$ cat config.mk
export PLATFORM = sky130hd
export DESIGN_NAME = if_fetch_unit
export DESIGN_NICKNAME = d
export VERILOG_FILES = /design/src/rtl/fetch_pkg.sv /design/src/rtl/ifid_reg.sv /design/src/rtl/if_fetch_unit.sv
export SDC_FILE = /design/constraint.sdc
export NUM_CORES = 1
export LEC_CHECK = 0
export ABC_AREA = 1
export BUFFER_PORTS_ARGS = -buffer_cell sky130_fd_sc_hd__buf_2
export CAP_MARGIN = 20
export CORE_MARGIN = 1.5
export CORE_UTILIZATION = 45
export DETAILED_ROUTE_END_ITERATION = 10
export GPL_ROUTABILITY_DRIVEN = 0
export PLACE_DENSITY_LB_ADDON = 0.1
export SETUP_SLACK_MARGIN = 0.2
export SLEW_MARGIN = 30
export SYNTH_ARGS = -nofsm -noshare
export SYNTH_HDL_FRONTEND = slang
export SYNTH_SLANG_ARGS = --single-unit
export TNS_END_PERCENT = 20
$ cat constraint.sdc
create_clock -name clk -period 1.4 [get_ports clk]
set_input_delay 0.28 -clock clk [delete_from_list [all_inputs] [get_ports clk]]
set_output_delay 0.28 -clock clk [all_outputs]
set_load 0.005 [all_outputs]
$ cat src/rtl/fetch_pkg.sv
// Shared types and constants for the instruction fetch stage.
package fetch_pkg;

    typedef enum logic [2:0] {
        ADDR = 3'd0,
        REQ  = 3'd1,
        WAIT = 3'd2,
        DROP = 3'd3,
        HOLD = 3'd4
    } fetch_state_e;

    // addi x0, x0, 0
    localparam logic [31:0] NOP_INST_C = 32'h0000_0013;

endpackage

$ cat src/rtl/ifid_reg.sv
// IF/ID pipeline register with flush > stall > load > bubble priority.
module ifid_reg
    import fetch_pkg::*;
#(
    parameter int                ADDR_W   = 32,
    parameter int                DATA_W   = 32,
    parameter logic [DATA_W-1:0] NOP_INST = DATA_W'(NOP_INST_C)
) (
    input  logic              clk,
    input  logic              rst,
    input  logic              flush,
    input  logic              stall,
    input  logic              load,
    input  logic [ADDR_W-1:0] load_pc,
    input  logic [DATA_W-1:0] load_inst,
    output logic [ADDR_W-1:0] ifid_pc,
    output logic [DATA_W-1:0] ifid_inst,
    output logic              ifid_valid
);

    // NOTE: sequential state uses non-blocking assignments so every register
    // samples pre-edge values regardless of statement order.
    always_ff @(posedge clk) begin
        if (!rst) begin
            ifid_pc    <= '0;
            ifid_inst  <= NOP_INST;
            ifid_valid <= 1'b0;
        end else if (flush) begin
            ifid_inst  <= NOP_INST;
            ifid_valid <= 1'b0;
        end else if (stall) begin
            ifid_pc    <= ifid_pc;
        end else if (load) begin
            ifid_pc    <= load_pc;
            ifid_inst  <= load_inst;
            ifid_valid <= 1'b1;
        end else begin
            // Bubble: the PC is kept so debug views still show the last fetch.
            ifid_inst  <= NOP_INST;
            ifid_valid <= 1'b0;
        end
    end

endmodule

$ cat src/rtl/if_fetch_unit.sv
// Fetch stage: one outstanding instruction-memory request, flush/kill handling,
// one-entry hold buffer for ID stalls. Optional counters under FETCH_PERF_CNT_EN.
module if_fetch_unit
    import fetch_pkg::*;
#(
    parameter int                ADDR_W   = 32,
    parameter int                DATA_W   = 32,
    parameter logic [DATA_W-1:0] NOP_INST = DATA_W'(NOP_INST_C)
) (
    input  logic              clk,
    input  logic              rst,
    input  logic [ADDR_W-1:0] current_pc,
    input  logic              flush,
    input  logic              id_stall,
    input  logic              mul_stall,
    output logic              fetch_stall,
    output logic              im_req_valid,
    input  logic              im_req_ready,
    output logic [ADDR_W-1:0] im_req_addr,
    input  logic              im_rsp_valid,
    input  logic [DATA_W-1:0] im_rsp_data,
    output logic [ADDR_W-1:0] ifid_pc,
    output logic [DATA_W-1:0] ifid_inst,
    output logic              ifid_valid
`ifdef FETCH_PERF_CNT_EN
    ,
    output logic [31:0]       perf_stall_cnt,
    output logic [31:0]       perf_drop_cnt
`endif
);

    fetch_state_e      state, state_next;
    logic [ADDR_W-1:0] req_addr, req_addr_next;
    logic [DATA_W-1:0] hold_data, hold_data_next;
    logic              kill, kill_next;
    logic              stall, load;
    logic [DATA_W-1:0] load_inst;

    assign stall        = id_stall | mul_stall;
    assign load         = ((state == WAIT && im_rsp_valid) || state == HOLD)
                          && !stall && !flush && !kill;
    assign load_inst    = (state == HOLD) ? hold_data : im_rsp_data;
    assign fetch_stall  = !load && !flush;
    assign im_req_valid = (state == REQ);
    assign im_req_addr  = req_addr;

    // NOTE: every output of this block gets a default first, so no path can
    // leave a value unassigned and infer a latch.
    always_comb begin
        state_next     = state;
        req_addr_next  = req_addr;
        kill_next      = kill;
        hold_data_next = hold_data;
        unique case (state)
            ADDR: begin
                req_addr_next = current_pc;
                kill_next     = 1'b0;
                state_next    = REQ;
            end
            REQ: begin
                if (flush) kill_next = 1'b1;
                if (im_req_ready) state_next = (flush || kill) ? DROP : WAIT;
            end
            WAIT: begin
                if (flush) begin
                    state_next = im_rsp_valid ? ADDR : DROP;
                end else if (im_rsp_valid) begin
                    if (stall) begin
                        hold_data_next = im_rsp_data;
                        state_next     = HOLD;
                    end else begin
                        state_next = ADDR;
                    end
                end
            end
            HOLD: begin
                if (flush || !stall) state_next = ADDR;
            end
            DROP: begin
                // The wrong-path response still has to drain before reissuing.
                if (im_rsp_valid) begin
                    kill_next  = 1'b0;
                    state_next = ADDR;
                end
            end
            default: state_next = ADDR;
        endcase
    end

    // NOTE: hold_data is reset even though it is only read after being written;
    // it is a single word, and a known value keeps IF/ID traces clean.
    always_ff @(posedge clk) begin
        if (!rst) begin
            state     <= ADDR;
            req_addr  <= '0;
            kill      <= 1'b0;
            hold_data <= '0;
        end else begin
            state     <= state_next;
            req_addr  <= req_addr_next;
            kill      <= kill_next;
            hold_data <= hold_data_next;
        end
    end

    ifid_reg #(
        .ADDR_W  (ADDR_W),
        .DATA_W  (DATA_W),
        .NOP_INST(NOP_INST)
    ) u_ifid_reg (
        .clk       (clk),
        .rst       (rst),
        .flush     (flush),
        .stall     (stall),
        .load      (load),
        .load_pc   (req_addr),
        .load_inst (load_inst),
        .ifid_pc   (ifid_pc),
        .ifid_inst (ifid_inst),
        .ifid_valid(ifid_valid)
    );

`ifdef FETCH_PERF_CNT_EN
    logic drop_event;

    assign drop_event = (state == DROP && im_rsp_valid)
                     || (state == WAIT && flush && im_rsp_valid)
                     || (state == HOLD && flush);

    always_ff @(posedge clk) begin
        if (!rst) begin
            perf_stall_cnt <= '0;
            perf_drop_cnt  <= '0;
        end else begin
            if (fetch_stall && !flush) perf_stall_cnt <= perf_stall_cnt + 32'd1;
            if (drop_event)            perf_drop_cnt  <= perf_drop_cnt + 32'd1;
        end
    end
`endif

endmodule

==> results.json <==
{
  "r2r_cells": 8,
  "grt_max_degree": 65,
  "fin_area_sq_mm": 0.007702,
  "min_path_cells": 3,
  "wl_met3_mm": 1.002,
  "final_common_cell": "buf_2",
  "cts-buffers-inserted": 17,
  "worst_clock_skew_ns": 0.003993,
  "synth_xor_xnor_area_share": 0,
  "crit_required_ns": 1.12,
  "placed_area_sq_mm": 0.006238,
  "finalHoldViolCount": 0,
  "leakage_nw": 3.370,
  "final.fill_count": 890,
  "clk_pin_slew_ns": 0.05,
  "end_kind": "primary output",
  "syn_inst": 686,
  "synth_compound_gate_area_share": 0.1976,
  "period_needed_ns": 1.629,
  "violations": "setup timing",
  "postSynthAreaPerCell_sq_um": 7.505,
  "antenna_left": 0,
  "fp-row-count": 38,
  "synth_area_sq_mm": 0.005149,
  "ir_drop_uv": 935.4,
  "initial_core_util": 0.4688,
  "status": "finished with violations",
  "cts_hold_buf": 0,
  "cts.sinks": 133,
  "max_freq_ghz": 0.6140,
  "synthAdderAreaFrac": 0,
  "path_common_cell": "nand2_4",
  "synth_top_family_by_area": "simple AND/OR/NAND/NOR gates",
  "synth-simple-area-share": 0.2022,
  "root_buffer": "clkbuf_16",
  "synthMuxAreaShare": 0,
  "worst_pin_slew_ns": 0.6557,
  "worstHoldEndpoint": "im_req_addr[8]",
  "ys_types": 21,
  "dp_hpwl_mm": 9.394,
  "die-area_sq_mm": 0.01209,
  "pwr_density_cell_mw_per_mm2": 1301,
  "criticalPathCategory": "reg -> out",
  "crit_path_start_kind": "flip-flop",
  "cts_htree_levels": 4,
  "grt_pass1_wl_mm": 21.78,
  "finalWorstSetupSlack_ns": -0.2287,
  "fin_crit_sh": 1.163,
  "setup_tns_ns": -0.2683,
  "die-width_um": 110.0,
  "cts_tree": "yes",
  "hp-start": "current_pc[8]",
  "first_global_vias": 4669,
  "top_layer": "met4",
  "drt_iter0_drc": 355,
  "startpoint": "kill",
  "stdcell_count": 1029,
  "rsz0062_at_grt": "yes",
  "drt-vias-per-instance": 5.185,
  "routed_wl_mm": 15.60,
  "clockBufferDepth": 2,
  "cpMaxStageDelayCell": "dfxtp_1",
  "core-area_sq_mm": 0.01098,
  "critPathArrivalTime_ns": 1.35,
  "r2r_end": "u_ifid_reg.ifid_inst[15]",
  "syn-num-nets": 757,
  "route.met2.wl_mm": 7.716,
  "worstSkewPairLatency_ns": 0.41,
  "ys_ff_latch": 133,
  "hold_path_class": "in -> reg",
  "wl_met1_mm": 6.555,
  "io_pins": 170,
  "wl_per_cell_um": 15.16,
  "mostFrequentLayoutCells": "buf_2, nor2_1, dfxtp_1",
  "power_mw": 10.02,
  "r2r_setup_slack_ns": -0.01,
  "area_growth_pct": 49.60,
  "final_core_util": 0.7013,
  "nets": 950,
  "max_slew_margin": 0.5629,
  "die_height_um": 110.0,
  "critical_path_buf_inv_count": 3,
  "antenna_found_initial": 0,
  "antenna_cells": 0,
  "dp_cells": 979,
  "dr.pass1.iters": 4,
  "ys_seq_area_frac": 0.5171,
  "reg2reg_from": "kill",
  "path_max_fanout": 2,
  "vias": 5335,
  "grt_overflow_total": 0,
  "grt_usage": 0.2347,
  "finalSetupViolCount": 6,
  "drive_gt1_frac": 0.4364,
  "crit_chain": "inv_2, nand2_4, nor3_4, nand2_4, clkinv_4, nor2_4, buf_6",
  "crit_family": "simple AND/OR/NAND/NOR gates",
  "portBuffers": 169,
  "drcViolationCount": 0,
  "yosysWarnings": 0,
  "slowest_delay_ns": 0.30,
  "cap_violations": 0,
  "slew_violations": 0
}
## logic make-up after synthesis
| logic type | after synthesis |
|---|---|
| and+or+nand+nor | 257 |
| AOI/OAI and AO/OA | 202 |
| DFF | 133 |
| buffers and inverters | 94 |
## sequential cells by signal, indices dropped and copies added (netlist names)
signal	flops
hold_data	32
im_req_addr	32
kill	1
state	3
u_ifid_reg.ifid_inst	32
u_ifid_reg.ifid_pc	32
u_ifid_reg.ifid_valid	1
## stage by stage
step	hold slack [ns]	setup slack (ns)
final	0.1164	-0.2287
after global placement	0.4317	-0.02978
after global routing	0.1253	-0.2724
after floorplan	0.4114	0.1194
after detailed placement	0.4366	-0.1089
after CTS	0.1083	-0.2264
## metal layers
layer,vias to the layer above,global-route usage
met3,25,0.06461
met1,2490,0.2740
met5,-,0
met4,0,0.09740
li1,2628,-
met2,192,0.4037
## Yosys cell counts
| library cell | count | area share |
|---|---|---|
| o21ai_2 | 1 | 0.0017 |
| nor2_2 | 1 | 0.0012 |
| dfxtp_1 | 133 | 0.52 |
| clkinv_2 | 1 | 0.00097 |
| clkbuf_2 | 3 | 0.0029 |
| nand2_2 | 1 | 0.0012 |
| o21ai_0 | 132 | 0.13 |
| nor2_1 | 144 | 0.10 |
| nand3_1 | 36 | 0.035 |
| buf_2 | 8 | 0.0078 |
| buf_4 | 4 | 0.0058 |
| nand4_1 | 2 | 0.0024 |
| nand2_1 | 70 | 0.051 |
| nor3_1 | 1 | 0.00097 |
| clkbuf_1 | 27 | 0.020 |
| a21oi_1 | 68 | 0.066 |
| nand2_4 | 1 | 0.0022 |
| inv_1 | 45 | 0.033 |
| nor3_4 | 1 | 0.0032 |
| a21boi_0 | 1 | 0.0015 |
| buf_6 | 6 | 0.013 |
## worst reg2reg max path, delay by kind of cell (launching register included)
kind | cells | cell delay [ns]
buffers and inverters | 4 | 0.52
flip-flops | 1 | 0.30
AO/OA/AOI/OAI | 1 | 0.14
AND/OR/NAND/NOR | 3 | 0.39
## power by group
group / total [mW] / internal, mW / switching, mW / leakage, nW
registers: 4.32 / 4.11 / 0.212 / 1.09
clock network: 3.88 / 2.36 / 1.52 / 0.252
logic: 1.83 / 0.788 / 1.04 / 2.03
## what timing repair did
item	in CTS	in global routing
setup buffers	6	6
gates cloned	1	8
endpoints found under the setup margin	125	145
resized for setup	146	125
pin swaps	6	31
## area by class of cell
cell class / count / area (sq um) / area share
multi-input combinational: 459 / 2559 / 0.3322
timing repair buffer: 222 / 1573 / 0.2042
clock inverter: 5 / 27.53 / 0.003574
sequential: 133 / 2701 / 0.3507
clock buffer: 24 / 481.7 / 0.06254
inverter: 46 / 185.2 / 0.02404
tap: 140 / 175.2 / 0.02274
## worst max-delay path by stage
stage                    endpoint  slack, ns  cells after the start
floorplan             fetch_stall       0.12                      6
global placement    hold_data[16]      -0.03                      8
CTS                   fetch_stall      -0.23                      7
finish                fetch_stall      -0.23                      7
global route          fetch_stall      -0.27                      7
detailed placement  hold_data[20]      -0.11                      8
(Power assumes the default switching activity.)
